[config.mk]
export PLATFORM = sky130hd
export DESIGN_NAME = multicycle_main_control
export DESIGN_NICKNAME = d
export VERILOG_FILES = /design/src/rtl/mc_ctrl_pkg.sv /design/src/rtl/mc_ctrl_decode.sv /design/src/rtl/multicycle_main_control.sv
export SDC_FILE = /design/constraint.sdc
export NUM_CORES = 1
export LEC_CHECK = 0
export CORE_MARGIN = 1.5
export CORE_UTILIZATION = 41
export DETAILED_ROUTE_END_ITERATION = 7
export PLACE_DENSITY = 0.82
export SLEW_MARGIN = 20
export SYNTH_ARGS = -nofsm -noshare
export SYNTH_HDL_FRONTEND = slang
export SYNTH_SLANG_ARGS = --single-unit
[constraint.sdc]
create_clock -name clk -period 1.8 [get_ports clk]
set_clock_uncertainty 0.15 [all_clocks]
set_input_delay 0.36 -clock clk [delete_from_list [all_inputs] [get_ports clk]]
set_output_delay 0.36 -clock clk [all_outputs]
set_load 0.02 [all_outputs]
[src/rtl/mc_ctrl_pkg.sv]
// Shared encodings for the multicycle MIPS main control: states, opcodes, alu_op codes
// and the control word handed from the decoder to the top.
package mc_ctrl_pkg;

  localparam logic [3:0] S_FETCH    = 4'd0;
  localparam logic [3:0] S_DECODE   = 4'd1;
  localparam logic [3:0] S_MEM_ADDR = 4'd2;
  localparam logic [3:0] S_MEM_RD   = 4'd3;
  localparam logic [3:0] S_MEM_WB   = 4'd4;
  localparam logic [3:0] S_MEM_WR   = 4'd5;
  localparam logic [3:0] S_EXEC_R   = 4'd6;
  localparam logic [3:0] S_R_WB     = 4'd7;
  localparam logic [3:0] S_EXEC_I   = 4'd8;
  localparam logic [3:0] S_I_WB     = 4'd9;
  localparam logic [3:0] S_BRANCH   = 4'd10;
  localparam logic [3:0] S_JUMP     = 4'd11;

  localparam logic [5:0] OP_RTYPE = 6'b000000;
  localparam logic [5:0] OP_LW    = 6'b100011;
  localparam logic [5:0] OP_SW    = 6'b101011;
  localparam logic [5:0] OP_BEQ   = 6'b000100;
  localparam logic [5:0] OP_BNE   = 6'b000101;
  localparam logic [5:0] OP_J     = 6'b000010;
  localparam logic [5:0] OP_ADDI  = 6'b001000;

  localparam logic [1:0] ALUOP_ADD   = 2'b00;
  localparam logic [1:0] ALUOP_SUB   = 2'b01;
  localparam logic [1:0] ALUOP_FUNCT = 2'b10;
  localparam logic [1:0] ALUOP_BNE   = 2'b11;

  typedef struct packed {
    logic       pc_en;
    logic       i_or_d;
    logic       mem_read;
    logic       mem_write;
    logic       ir_write;
    logic       mem_to_reg;
    logic       reg_dst;
    logic       reg_write;
    logic       alu_src_a;
    logic [1:0] alu_src_b;
    logic [1:0] alu_op;
    logic [1:0] pc_source;
  } ctrl_t;

  function automatic logic is_legal_op(input logic [5:0] op);
    return (op == OP_RTYPE) || (op == OP_LW) || (op == OP_SW) || (op == OP_BEQ) ||
           (op == OP_BNE) || (op == OP_J) || (op == OP_ADDI);
  endfunction

endpackage

[src/rtl/mc_ctrl_decode.sv]
// Combinational control-word decode from the current state; only FETCH and BRANCH
// look at mem_ready / zero, everything else is pure Moore.
module mc_ctrl_decode
  import mc_ctrl_pkg::*;
(
  input  logic [3:0] st,
  input  logic [5:0] opcode,
  input  logic       zero,
  input  logic       mem_ready,
  output ctrl_t      ctrl
);

  always_comb begin
    ctrl = '0;
    case (st)
      S_FETCH: begin
        ctrl.mem_read  = 1'b1;
        ctrl.alu_src_b = 2'b01;
        ctrl.alu_op    = ALUOP_ADD;
        ctrl.ir_write  = mem_ready;
        ctrl.pc_en     = mem_ready;
      end
      S_DECODE: begin
        // Speculative branch target lands in ALUOut before the opcode is known
        ctrl.alu_src_b = 2'b11;
        ctrl.alu_op    = ALUOP_ADD;
      end
      S_MEM_ADDR, S_EXEC_I: begin
        ctrl.alu_src_a = 1'b1;
        ctrl.alu_src_b = 2'b10;
        ctrl.alu_op    = ALUOP_ADD;
      end
      S_MEM_RD: begin
        ctrl.mem_read = 1'b1;
        ctrl.i_or_d   = 1'b1;
      end
      S_MEM_WB: begin
        ctrl.reg_write  = 1'b1;
        ctrl.mem_to_reg = 1'b1;
      end
      S_MEM_WR: begin
        ctrl.mem_write = 1'b1;
        ctrl.i_or_d    = 1'b1;
      end
      S_EXEC_R: begin
        ctrl.alu_src_a = 1'b1;
        ctrl.alu_src_b = 2'b00;
        ctrl.alu_op    = ALUOP_FUNCT;
      end
      S_R_WB: begin
        ctrl.reg_write = 1'b1;
        ctrl.reg_dst   = 1'b1;
      end
      S_I_WB: begin
        ctrl.reg_write = 1'b1;
      end
      S_BRANCH: begin
        ctrl.alu_src_a = 1'b1;
        ctrl.pc_source = 2'b01;
        if (opcode == OP_BNE) begin
          ctrl.alu_op = ALUOP_BNE;
          ctrl.pc_en  = ~zero;
        end else begin
          ctrl.alu_op = ALUOP_SUB;
          ctrl.pc_en  = zero;
        end
      end
      S_JUMP: begin
        ctrl.pc_source = 2'b10;
        ctrl.pc_en     = 1'b1;
      end
      default: ctrl = '0;
    endcase
  end

endmodule

[src/rtl/multicycle_main_control.sv]
// Main control FSM for the multicycle MIPS datapath: state register, next-state logic
// and the illegal-opcode pulse; control outputs come from mc_ctrl_decode.
module multicycle_main_control
  import mc_ctrl_pkg::*;
#(
  parameter int STATE_W = 4
) (
  input  logic               clk,
  input  logic               rst_n,
  input  logic [5:0]         opcode,
  input  logic               zero,
  input  logic               mem_ready,
  output logic               pc_en,
  output logic               i_or_d,
  output logic               mem_read,
  output logic               mem_write,
  output logic               ir_write,
  output logic               mem_to_reg,
  output logic               reg_dst,
  output logic               reg_write,
  output logic               alu_src_a,
  output logic [1:0]         alu_src_b,
  output logic [1:0]         alu_op,
  output logic [1:0]         pc_source,
  output logic               illegal_op,
  output logic [STATE_W-1:0] state
);

  logic [3:0] st_q;
  logic       ill_q;
  ctrl_t      ctrl;

  always_ff @(posedge clk) begin
    if (!rst_n) begin
      st_q  <= S_FETCH;
      ill_q <= 1'b0;
    end else begin
      ill_q <= 1'b0;
      case (st_q)
        S_FETCH:    if (mem_ready) st_q <= S_DECODE;
        S_DECODE: begin
          case (opcode)
            OP_RTYPE:      st_q <= S_EXEC_R;
            OP_LW, OP_SW:  st_q <= S_MEM_ADDR;
            OP_BEQ, OP_BNE: st_q <= S_BRANCH;
            OP_J:          st_q <= S_JUMP;
            OP_ADDI:       st_q <= S_EXEC_I;
            default:       st_q <= S_FETCH;
          endcase
          ill_q <= ~is_legal_op(opcode);
        end
        S_MEM_ADDR: st_q <= (opcode == OP_LW) ? S_MEM_RD : S_MEM_WR;
        S_MEM_RD:   if (mem_ready) st_q <= S_MEM_WB;
        S_MEM_WR:   if (mem_ready) st_q <= S_FETCH;
        S_EXEC_R:   st_q <= S_R_WB;
        S_EXEC_I:   st_q <= S_I_WB;
        default:    st_q <= S_FETCH;
      endcase
    end
  end

  mc_ctrl_decode u_decode (
    .st        (st_q),
    .opcode    (opcode),
    .zero      (zero),
    .mem_ready (mem_ready),
    .ctrl      (ctrl)
  );

  assign pc_en      = ctrl.pc_en;
  assign i_or_d     = ctrl.i_or_d;
  assign mem_read   = ctrl.mem_read;
  assign mem_write  = ctrl.mem_write;
  assign ir_write   = ctrl.ir_write;
  assign mem_to_reg = ctrl.mem_to_reg;
  assign reg_dst    = ctrl.reg_dst;
  assign reg_write  = ctrl.reg_write;
  assign alu_src_a  = ctrl.alu_src_a;
  assign alu_src_b  = ctrl.alu_src_b;
  assign alu_op     = ctrl.alu_op;
  assign pc_source  = ctrl.pc_source;
  assign illegal_op = ill_q;
  assign state      = STATE_W'(st_q);

endmodule
==> flow_metrics.env, run 1 <==
export IMPL_status="finished with violations"
export IMPL_violations="negative setup slack"
export IMPL_final_common_cell="buf_4"
export IMPL_setup_tns_final_ps=-5.22
export IMPL_yosysWarningCount=0
export IMPL_rows=13
export IMPL_hold_path_class="input port to flip-flop"
export IMPL_min_path_cells=3
export IMPL_irDropWorstVdd_mv=0.571
export IMPL_synth_top_area_cell="dfxtp_1"
export IMPL_max_cap_violations=0
export IMPL_via_count=875
export IMPL_worst_pin_slew_ps=359
export IMPL_ctsHoldBuffers=0
export IMPL_first_global_vias=735
export IMPL_fin_crit_ps=1810
export IMPL_yosysSeqAreaShare=0.174
export IMPL_synthDistinctLibCells=34
export IMPL_netlist_instances=88
export IMPL_path_class="flip-flop to output pin"
export IMPL_r2r_end="illegal_op"
export IMPL_required_ps=1290
export IMPL_min_from="opcode[4]"
export IMPL_post_route_util=0.779
export IMPL_ios=30
export IMPL_h_tree_depth=1
export IMPL_drtIter0Drc=41
export IMPL_syn_area_sq_um=577
export IMPL_slew_headroom=0.758
export IMPL_ys_async_sr_fraction=0
export IMPL_antenna_found_initial=0
export IMPL_synth_edff_count=0
export IMPL_synth_top_area_share=0.174
export IMPL_clk_latency_ps=240
export IMPL_dominantRegCellSynth="dfxtp_1"
export IMPL_grt_overflow=0
export IMPL_path_clk_slew_ps=40
export IMPL_postPlaceCellArea_sq_mm=0.00104
export IMPL_portBuffers=29
export IMPL_final_layout_size_suffix_gt1_frac=0.424
export IMPL_start_util=0.443
export IMPL_routedWlPerCell_microns=13.8
export IMPL_final_cell_mix="buf_4, nor2_1, buf_2"
export IMPL_grt_pass1_wl_microns=3180
export IMPL_final_antenna_net_count=0
export IMPL_die_y_microns=40.5
export IMPL_synthTopCellsByArea="dfxtp_1, nor2_1, nand2b_1"
export IMPL_grt_max_degree=13
export IMPL_r2r_slack_ps=310
export IMPL_syn_area_per_cell_sq_um=6.55
export IMPL_design_core_area_sq_mm=0.00130
export IMPL_p_leak_nw=0.469
export IMPL_rsz0062_at_grt="yes"
export IMPL_area_growth_pct=75.7
export IMPL_nNetsFinal=150
export IMPL_dp_hpwl_microns=1650
export IMPL_wirelength_microns=2120
export IMPL_r2r_start="state[3]"
export IMPL_numCtsBuffers=3
export IMPL_synth_fp_nets=98
export IMPL_clk_path_buf_depth=2
export IMPL_setup_violations=1
export IMPL_viasPerCell=5.68
export IMPL_synth_ff_latch_count=5
export IMPL_whs_endpoint="state[1]"
export IMPL_tritoncts="yes"
export IMPL_fmax_ghz=0.554
export IMPL_dieWidth_microns=40.5
export IMPL_end_kind="output pin"
export IMPL_crit_arrival_ps=1300
export IMPL_fin_area_sq_mm=0.00101
export IMPL_antennaDiodeCount=0
export IMPL_finalWorstSetupSlack_ps=-5.22
export IMPL_reg2reg_depth=5
export IMPL_cts_sinks=5
export IMPL_track_usage=0.295
export IMPL_hold_violations=0
export IMPL_gp_congestion=0.928
export IMPL_cts_root_buf="clkbuf_4"
export IMPL_path_max_fanout=6
export IMPL_die_area_sq_mm=0.00164
export IMPL_drc=0
export IMPL_startpoint_type="flip-flop"
export IMPL_fin_crit_sh=1.00
export IMPL_p_per_area_mw_per_mm2=388
export IMPL_maxSlewViolCount=0
export IMPL_firstDrtPassIters=4
## synthesized netlist by cell type, types with 2 or more instances
| master | number |
|---|---|
| nand2b_1 | 6 |
| o21ai_0 | 6 |
| nand2_1 | 7 |
| nand4b_1 | 2 |
| nand4_1 | 2 |
| a21oi_1 | 7 |
| nor2b_1 | 2 |
| nor4_1 | 2 |
| buf_2 | 5 |
| inv_1 | 3 |
| dfxtp_1 | 5 |
| xnor2_1 | 2 |
| nor2_1 | 13 |
| nor3_1 | 6 |
## how the worst max path moves through the flow
stage / start / endpoint / slack (ps) / cells after the start
after global placement: opcode[1] / alu_op[1] / -790 / 6
after detailed placement: opcode[1] / alu_op[1] / -830 / 6
final: state[2] / reg_dst / -5 / 4
after CTS: state[3] / i_or_d / 1 / 4
after floorplan: state[0] / mem_read / -10 / 3
after global routing: state[2] / reg_dst / -70 / 4
## layout make-up
cell class	count	area (sq um)
fillers	99	288
flip-flops and latches	5	105
clock buffers	4	26.3
well taps	15	18.8
multi-input cells	74	467
inverters	3	11.3
repair buffers	53	385
## repair_timing
action / 4_1_cts / 5_1_grt
gates resized for setup: 74 / 14
hold endpoints to repair: 0 / 0
endpoints found under the setup margin: 19 / 12
setup buffers: 0 / 0
pin swaps: 4 / 0
cloned: 0 / 0
## per-layer routing
metal | part of all wire | up-vias | global-route usage | wire length (microns)
li1 | - | 424 | - | -
met1 | 0.44 | 397 | 0.382 | 938
met2 | 0.48 | 48 | 0.472 | 1010
met3 | 0.070 | 6 | 0.0667 | 148
met4 | 0.011 | 0 | 0.108 | 23
met5 | 0 | - | 0 | 0
## state kept, by name (all words and copies together), names as in the netlist
register / count
state: 4
illegal_op: 1
## per-stage QoR
stage | instances | setup slack (ps) | power, mW | hold slack, ps
2_1_floorplan | 88 | -14.7 | 0.183 | 326
3_3_place_gp | 150 | -791 | 0.270 | 532
3_5_place_dp | 150 | -827 | 0.274 | 536
4_1_cts | 154 | 1.45 | 0.395 | 364
5_1_grt | 154 | -70.3 | 0.410 | 393
6_report | 154 | -5.22 | 0.393 | 378
## power by group
group	total [mW]	switching, mW	internal (mW)	leakage (nW)
Clock	0.128	0.0441	0.0837	0.0150
Sequential	0.118	0.00297	0.115	0.0425
Combinational	0.148	0.0770	0.0707	0.411
Total	0.393	0.124	0.269	0.469
## cells by family (layout without fill, tap and decap cells)
logic type | count (synthesis) | count (layout) | share of synthesized area
compound gates | 25 | 25 | 0.276
buf+inv | 9 | 60 | 0.0759
simple gates | 46 | 46 | 0.427
mux | 1 | 1 | 0.0174
flops | 5 | 5 | 0.174
xor+xnor | 2 | 2 | 0.0304
## worst max-delay path, cell delays in order (launching register included)
cell,delay [ps]
dfxtp_2,370
buf_4,120
nand2b_1,140
nor2_1,140
clkdlybuf4s15_2,280
Power figures use the tool's default switching activity.
==> run 2: changes to the inputs <==
==> constraint.sdc (replaced) <==
create_clock -name clk -period 1.8 [get_ports clk]
set_clock_uncertainty 0.15 [all_clocks]
set_input_delay 0.36 -clock clk [delete_from_list [all_inputs] [get_ports clk]]
set_output_delay 0.36 -clock clk [all_outputs]
set_load 0.005 [all_outputs]
==> flow_metrics.env, run 2 <==
export IMPL_dieWidth_microns=40.5
export IMPL_endpoint_type="primary output"
export IMPL_synthDistinctLibCells=34
export IMPL_status="did not finish"
export IMPL_h_tree_depth=1
export IMPL_synth_common_cells="nor2_1, a21oi_1, nand2_1"
export IMPL_die_y_microns=40.5
export IMPL_rows=13
export IMPL_cts_root_buf="clkbuf_4"
export IMPL_grt_max_degree=13
export IMPL_numCtsBuffers=3
export IMPL_error="[ERROR DPL-0038] Utilization greater than 100%, impossible to legalize"
export IMPL_syn_area_per_cell_sq_um=6.55
export IMPL_synth_ff_latch_count=5
export IMPL_yosysSeqAreaShare=0.174
export IMPL_syn_area_sq_um=577
export IMPL_ys_async_sr_fraction=0
export IMPL_synth_top_area_share=0.174
export IMPL_clk_path_buf_depth=2
export IMPL_dominantRegCellSynth="dfxtp_1"
export IMPL_ios=30
export IMPL_yosysWarningCount=0
export IMPL_netlist_instances=88
export IMPL_grt_worst_setup_endpoint="mem_write"
export IMPL_dp_hpwl_microns=1620
export IMPL_synth_edff_count=0
export IMPL_stop_stage="5_1_grt"
export IMPL_start_util=0.443
export IMPL_gp_congestion=0.949
export IMPL_portBuffers=29
export IMPL_synth_fp_nets=98
export IMPL_synthTopCellsByArea="dfxtp_1, nor2_1, nand2b_1"
export IMPL_ctsHoldBuffers=0
export IMPL_cts_sinks=5
export IMPL_synth_top_area_cell="dfxtp_1"
export IMPL_yosysMostFrequentCell="nor2_1"
[run 2: cell counts after synthesis]
Identical to the previous run, type by type.
[run 2: stage by stage]
step                      worst slack (ps)  cells  cell area (sq um)
after detailed placement              -712    151               1040
after global placement                -678    151               1040
after CTS                             -218    162               1160
after floorplan                        271     88                577
[run 2: timing repair]
action	4_1_cts
endpoints found under the setup margin	19
resized for setup	55
pin swaps	3
setup buffers	7
[run 2: cell families after synthesis]
group                     synth area share
DFF                                  0.174
and+or+nand+nor                      0.427
buffers and inverters               0.0759
xor gates and xnor gates            0.0304
AOI/OAI and AO/OA                    0.276
muxes                               0.0174
==> run 3: changes to the inputs <==
--- a/config.mk
+++ b/config.mk
@@ -5,10 +5,10 @@
 export SDC_FILE = /design/constraint.sdc
 export NUM_CORES = 1
 export LEC_CHECK = 0
-export CORE_MARGIN = 1.5
-export CORE_UTILIZATION = 41
+export CORE_AREA = 2 2 63 65
 export DETAILED_ROUTE_END_ITERATION = 7
-export PLACE_DENSITY = 0.82
+export DIE_AREA = 0 0 65 67
+export PLACE_DENSITY_LB_ADDON = 0.15
 export SLEW_MARGIN = 20
 export SYNTH_ARGS = -nofsm -noshare
 export SYNTH_HDL_FRONTEND = slang
==> flow_metrics.env, run 3 (synthesis results as in run 1) <==
export IMPL_status="complete, no violations"
export IMPL_path_max_fanout=2
export IMPL_post_route_util=0.355
export IMPL_setup_violations=0
export IMPL_p_per_area_mw_per_mm2=367
export IMPL_via_count=849
export IMPL_gp_congestion=0.837
export IMPL_r2r_slack_ps=290
export IMPL_grt_pass1_wl_microns=3570
export IMPL_area_growth_pct=122
export IMPL_start_util=0.160
export IMPL_tritoncts="yes"
export IMPL_grt_util_met2=0.182
export IMPL_power_frac_comb=0.319
export IMPL_place_ws_ps=-714
export IMPL_firstDrtPassIters=4
export IMPL_rows=22
export IMPL_min_path_cells=3
export IMPL_clk_latency_ps=220
export IMPL_drc=0
export IMPL_p_sw_frac=0.255
export IMPL_maxSlewViolCount=0
export IMPL_hold_violations=0
export IMPL_power_switching_mw=0.120
export IMPL_ios=30
export IMPL_met3_usage=0.0253
export IMPL_design_core_area_sq_mm=0.00361
export IMPL_r2r_start="state[2]"
export IMPL_antenna_found_initial=0
export IMPL_ctsHoldBuffers=0
export IMPL_r2r_end="illegal_op"
export IMPL_max_cap_violations=0
export IMPL_slew_headroom=0.808
export IMPL_rsz0062_at_grt="yes"
export IMPL_routedWlPerCell_microns=10.9
export IMPL_die_y_microns=67
export IMPL_reg2reg_depth=6
export IMPL_portBuffers=29
export IMPL_irDropWorstVdd_mv=0.224
export IMPL_fin_crit_sh=0.990
export IMPL_whs_endpoint="state[1]"
export IMPL_max_stage_delay_ps=260
export IMPL_worst_pin_slew_ps=285
export IMPL_grt_overflow=0
export IMPL_dp_hpwl_microns=1700
export IMPL_p_int_mw=0.350
export IMPL_dp_cells=186
export IMPL_p_leak_nw=0.554
export IMPL_hold_path_class="input port to flip-flop"
export IMPL_track_usage=0.105
export IMPL_dieWidth_microns=65
export IMPL_h_tree_depth=1
export IMPL_crit_chain="buf_6 -> nor3_4 -> and4_4 -> buf_6 -> nand2_2 -> a21oi_2 -> buf_2"
export IMPL_antennaDiodeCount=0
export IMPL_largest_register_ffs=4
export IMPL_viasPerCell=4.29
export IMPL_fmax_ghz=0.561
export IMPL_drtIter0Drc=25
export IMPL_crit_slowest_cell="and4_4"
export IMPL_crit_arrival_ps=1270
export IMPL_use_met1=0.134
export IMPL_wirelength_microns=2170
export IMPL_end_kind="output pin"
export IMPL_critPathMostFrequentCell="buf_6"
export IMPL_final_common_cell="buf_4"
export IMPL_finalWorstSetupSlack_ps=17.6
export IMPL_clk_path_buf_depth=2
export IMPL_min_from="opcode[4]"
export IMPL_gr_max_usage_layer="met2"
export IMPL_path_class="input port to output pin"
export IMPL_power_frac_clock=0.433
export IMPL_cts_root_buf="clkbuf_8"
export IMPL_final_antenna_net_count=0
export IMPL_nNetsFinal=161
export IMPL_path_clk_slew_ps=40
export IMPL_first_global_vias=774
export IMPL_final_layout_size_suffix_gt1_frac=0.460
export IMPL_instances_no_fill=198
export IMPL_required_ps=1290
export IMPL_numCtsBuffers=3
export IMPL_final_cell_mix="buf_4, nor2_1, dlygate4sd2_1"
export IMPL_sequentialPowerShare=0.247
export IMPL_die_area_sq_mm=0.00436
export IMPL_fin_crit_ps=1780
export IMPL_cts_sinks=5
export IMPL_startpoint_type="input port"
export IMPL_grt_max_degree=12
export IMPL_totalPowerFinal_mw=0.470
==> run 3: critical path: cells and delay by family <==
family	cells	cell delay [ps]
compound gates	1	100
buf+inv	3	310
simple gates	3	490
==> run 3: repair_timing <==
| action | in CTS | in global routing |
|---|---|---|
| buffers inserted | 5 | 4 |
| gates resized for setup | 62 | 20 |
| pin swaps | 6 | 4 |
| gates cloned | 0 | 0 |
| setup endpoints to repair | 19 | 10 |
==> run 3: power groups by stage <==
stage	Sequential, mW	Clock [mW]	Combinational (mW)
floorplan	0.120	0	0.0477
global placement	0.120	0	0.139
detailed placement	0.120	0	0.138
CTS	0.115	0.208	0.142
global route	0.117	0.219	0.164
finish	0.116	0.203	0.150
==> run 3: area by class of cell <==
cell class              count  area, sq um
multi-input cells          74          517
clock buffers               4         45.0
repair buffers             64          533
flip-flops and latches      5          115
fillers                   381         2320
well taps                  48         60.1
inverters                   3         11.3
==> run 3: worst max path at each step <==
stage	depth (start not counted)	start	slack, ps	endpoint
global route	7	opcode[4]	-40	alu_op[1]
finish	7	opcode[4]	20	alu_op[1]
detailed placement	6	opcode[1]	-710	alu_op[1]
floorplan	4	opcode[1]	270	alu_op[1]
CTS	5	state[0]	-20	reg_write
global placement	6	opcode[1]	-710	alu_op[1]
==> run 3: metal layers <==
layer	share of wire	wire, microns
met4	0	0
met2	0.50	1080
met1	0.45	981
met5	0	0
met3	0.050	108
==> run 3: metrics by stage <==
stage / instance area (sq um) / TNS (ps) / hold slack, ps
3_5_place_dp: 1100 / -2610 / 451
5_1_grt: 1280 / -44.7 / 355
2_1_floorplan: 577 / 0 / 326
6_report: 1280 / 0 / 347
4_1_cts: 1210 / -33.6 / 341
3_3_place_gp: 1100 / -2780 / 460
==> run 4: changes to the inputs <==
--- a/config.mk
+++ b/config.mk
@@ -5,9 +5,10 @@
 export SDC_FILE = /design/constraint.sdc
 export NUM_CORES = 1
 export LEC_CHECK = 0
-export CORE_AREA = 2 2 63 65
+export CORE_AREA = 5 5 66 68
 export DETAILED_ROUTE_END_ITERATION = 7
-export DIE_AREA = 0 0 65 67
+export DIE_AREA = 0 0 71 73
+export GPL_ROUTABILITY_DRIVEN = 0
 export PLACE_DENSITY_LB_ADDON = 0.15
 export SLEW_MARGIN = 20
 export SYNTH_ARGS = -nofsm -noshare
==> flow_metrics.env, run 4 (synthesis results as in run 1) <==
export IMPL_fin_area_sq_mm=0.00120
export IMPL_min_from="opcode[4]"
export IMPL_min_path_cells=3
export IMPL_final_common_cell="buf_4"
export IMPL_first_global_vias=872
export IMPL_reg2reg_depth=6
export IMPL_path_class="flip-flop to output pin"
export IMPL_postPlaceCellArea_sq_mm=0.00114
export IMPL_design_core_area_sq_mm=0.00380
export IMPL_post_cts_setup_buffer_count=0
export IMPL_required_ps=1290
export IMPL_sequentialPowerShare=0.248
export IMPL_dp_hpwl_microns=1870
export IMPL_r2r_start="state[1]"
export IMPL_p_sw_frac=0.276
export IMPL_start_util=0.152
export IMPL_r2r_slack_ps=210
export IMPL_clk_path_buf_depth=2
export IMPL_finalWorstSetupSlack_ps=-2.28
export IMPL_p_int_mw=0.345
export IMPL_routedWlPerCell_microns=11.8
export IMPL_worst_pin_slew_ps=409
export IMPL_die_y_microns=73
export IMPL_hold_violations=0
export IMPL_power_frac_clock=0.456
export IMPL_grt_overflow=0
export IMPL_numCtsBuffers=3
export IMPL_ios=30
export IMPL_dieWidth_microns=71
export IMPL_track_usage=0.0917
export IMPL_final_layout_size_suffix_gt1_frac=0.449
export IMPL_p_per_area_mw_per_mm2=397
export IMPL_cts_sinks=5
export IMPL_cts_root_buf="clkbuf_8"
export IMPL_setup_tns_final_ps=-2.28
export IMPL_r2r_end="illegal_op"
export IMPL_final_antenna_net_count=0
export IMPL_antennaDiodeCount=0
export IMPL_startpoint_type="flip-flop"
export IMPL_rsz0062_at_grt="yes"
export IMPL_status="finished with violations"
export IMPL_largest_register_ffs=4
export IMPL_power_frac_comb=0.296
export IMPL_crit_arrival_ps=1290
export IMPL_slew_headroom=0.724
export IMPL_grt_pass1_wl_microns=3840
export IMPL_tritoncts="yes"
export IMPL_whs_endpoint="state[1]"
export IMPL_place_ws_ps=-729
export IMPL_final_cell_mix="buf_4, nor2_1, dlygate4sd2_1"
export IMPL_wirelength_microns=2330
export IMPL_drtIter0Drc=24
export IMPL_p_leak_nw=0.531
export IMPL_setup_violations=1
export IMPL_antenna_found_initial=0
export IMPL_hold_path_class="input port to flip-flop"
export IMPL_h_tree_depth=1
export IMPL_grt_max_degree=12
export IMPL_power_switching_mw=0.132
export IMPL_drc=0
export IMPL_fin_crit_sh=1.00
export IMPL_via_count=860
export IMPL_irDropWorstVdd_mv=0.143
export IMPL_portBuffers=29
export IMPL_maxSlewViolCount=0
export IMPL_firstDrtPassIters=4
export IMPL_fin_crit_ps=1800
export IMPL_fmax_ghz=0.555
export IMPL_viasPerCell=4.37
export IMPL_max_cap_violations=0
export IMPL_ctsHoldBuffers=0
export IMPL_end_kind="output pin"
export IMPL_nNetsFinal=158
export IMPL_path_max_fanout=4
export IMPL_clk_latency_ps=230
export IMPL_violations="negative setup slack"
export IMPL_rows=23
export IMPL_area_growth_pct=108
export IMPL_die_area_sq_mm=0.00518
export IMPL_path_clk_slew_ps=40
[run 4: changes by cell type in the layout (fill, tap and decap cells not counted), moves of 2 or more]
cell | previous run | this run
o21ai_1 | 1 | 3
clkbuf_2 | 2 | 5
buf_2 | 3 | 5
buf_6 | 4 | 0
clkdlybuf4s15_1 | 5 | 1
dfxtp_2 | 0 | 2
dfxtp_4 | 4 | 2
[run 4: final cells by class]
cell class | count | area [sq um]
clock buffers | 4 | 45.0
fillers | 434 | 2600
inverters | 3 | 11.3
multi-input cells | 74 | 494
flip-flops and latches | 5 | 110
repair buffers | 61 | 479
well taps | 50 | 62.6
[run 4: worst max-delay path by stage]
stage | startpoint | end | slack (ps) | cells past startpoint
floorplan | opcode[1] | alu_op[1] | 270 | 4
global placement | opcode[1] | alu_op[1] | -710 | 6
detailed placement | opcode[1] | alu_op[1] | -730 | 6
CTS | state[2] | i_or_d | -20 | 5
global route | state[2] | reg_write | -60 | 5
finish | state[2] | reg_write | -2 | 5
[run 4: metal layers]
metal,wire length (microns),part of all wire,track usage
met5,0,0,0
met4,25,0.011,0.0313
met3,140,0.060,0.0220
met2,1150,0.49,0.167
met1,1010,0.43,0.105
[run 4: worst max-delay path, stage by stage, from the launching register on]
cell and delay (ps):
dfxtp_2 340, buf_4 150, inv_1 80, nand2_2 100
o22ai_1 180, clkdlybuf4s15_2 220
[run 4: power groups by stage]
stage | Sequential (mW) | Combinational, mW | Clock (mW)
2_1_floorplan | 0.120 | 0.0477 | 0
3_3_place_gp | 0.120 | 0.145 | 0
3_5_place_dp | 0.120 | 0.146 | 0
4_1_cts | 0.117 | 0.140 | 0.219
5_1_grt | 0.119 | 0.155 | 0.226
6_report | 0.118 | 0.141 | 0.218
[run 4: timing repair]
action / CTS / global route
pin swaps: 6 / 4
setup endpoints to repair: 17 / 13
resized for setup: 54 / 21
[run 4: metrics by stage]
step / power, mW / hold WS, ps / utilization / instances
detailed placement: 0.266 / 558 / 0.299 / 193
global route: 0.500 / 381 / 0.317 / 197
global placement: 0.265 / 552 / 0.299 / 193
CTS: 0.477 / 362 / 0.314 / 197
floorplan: 0.167 / 326 / - / 88
finish: 0.477 / 360 / 0.317 / 197
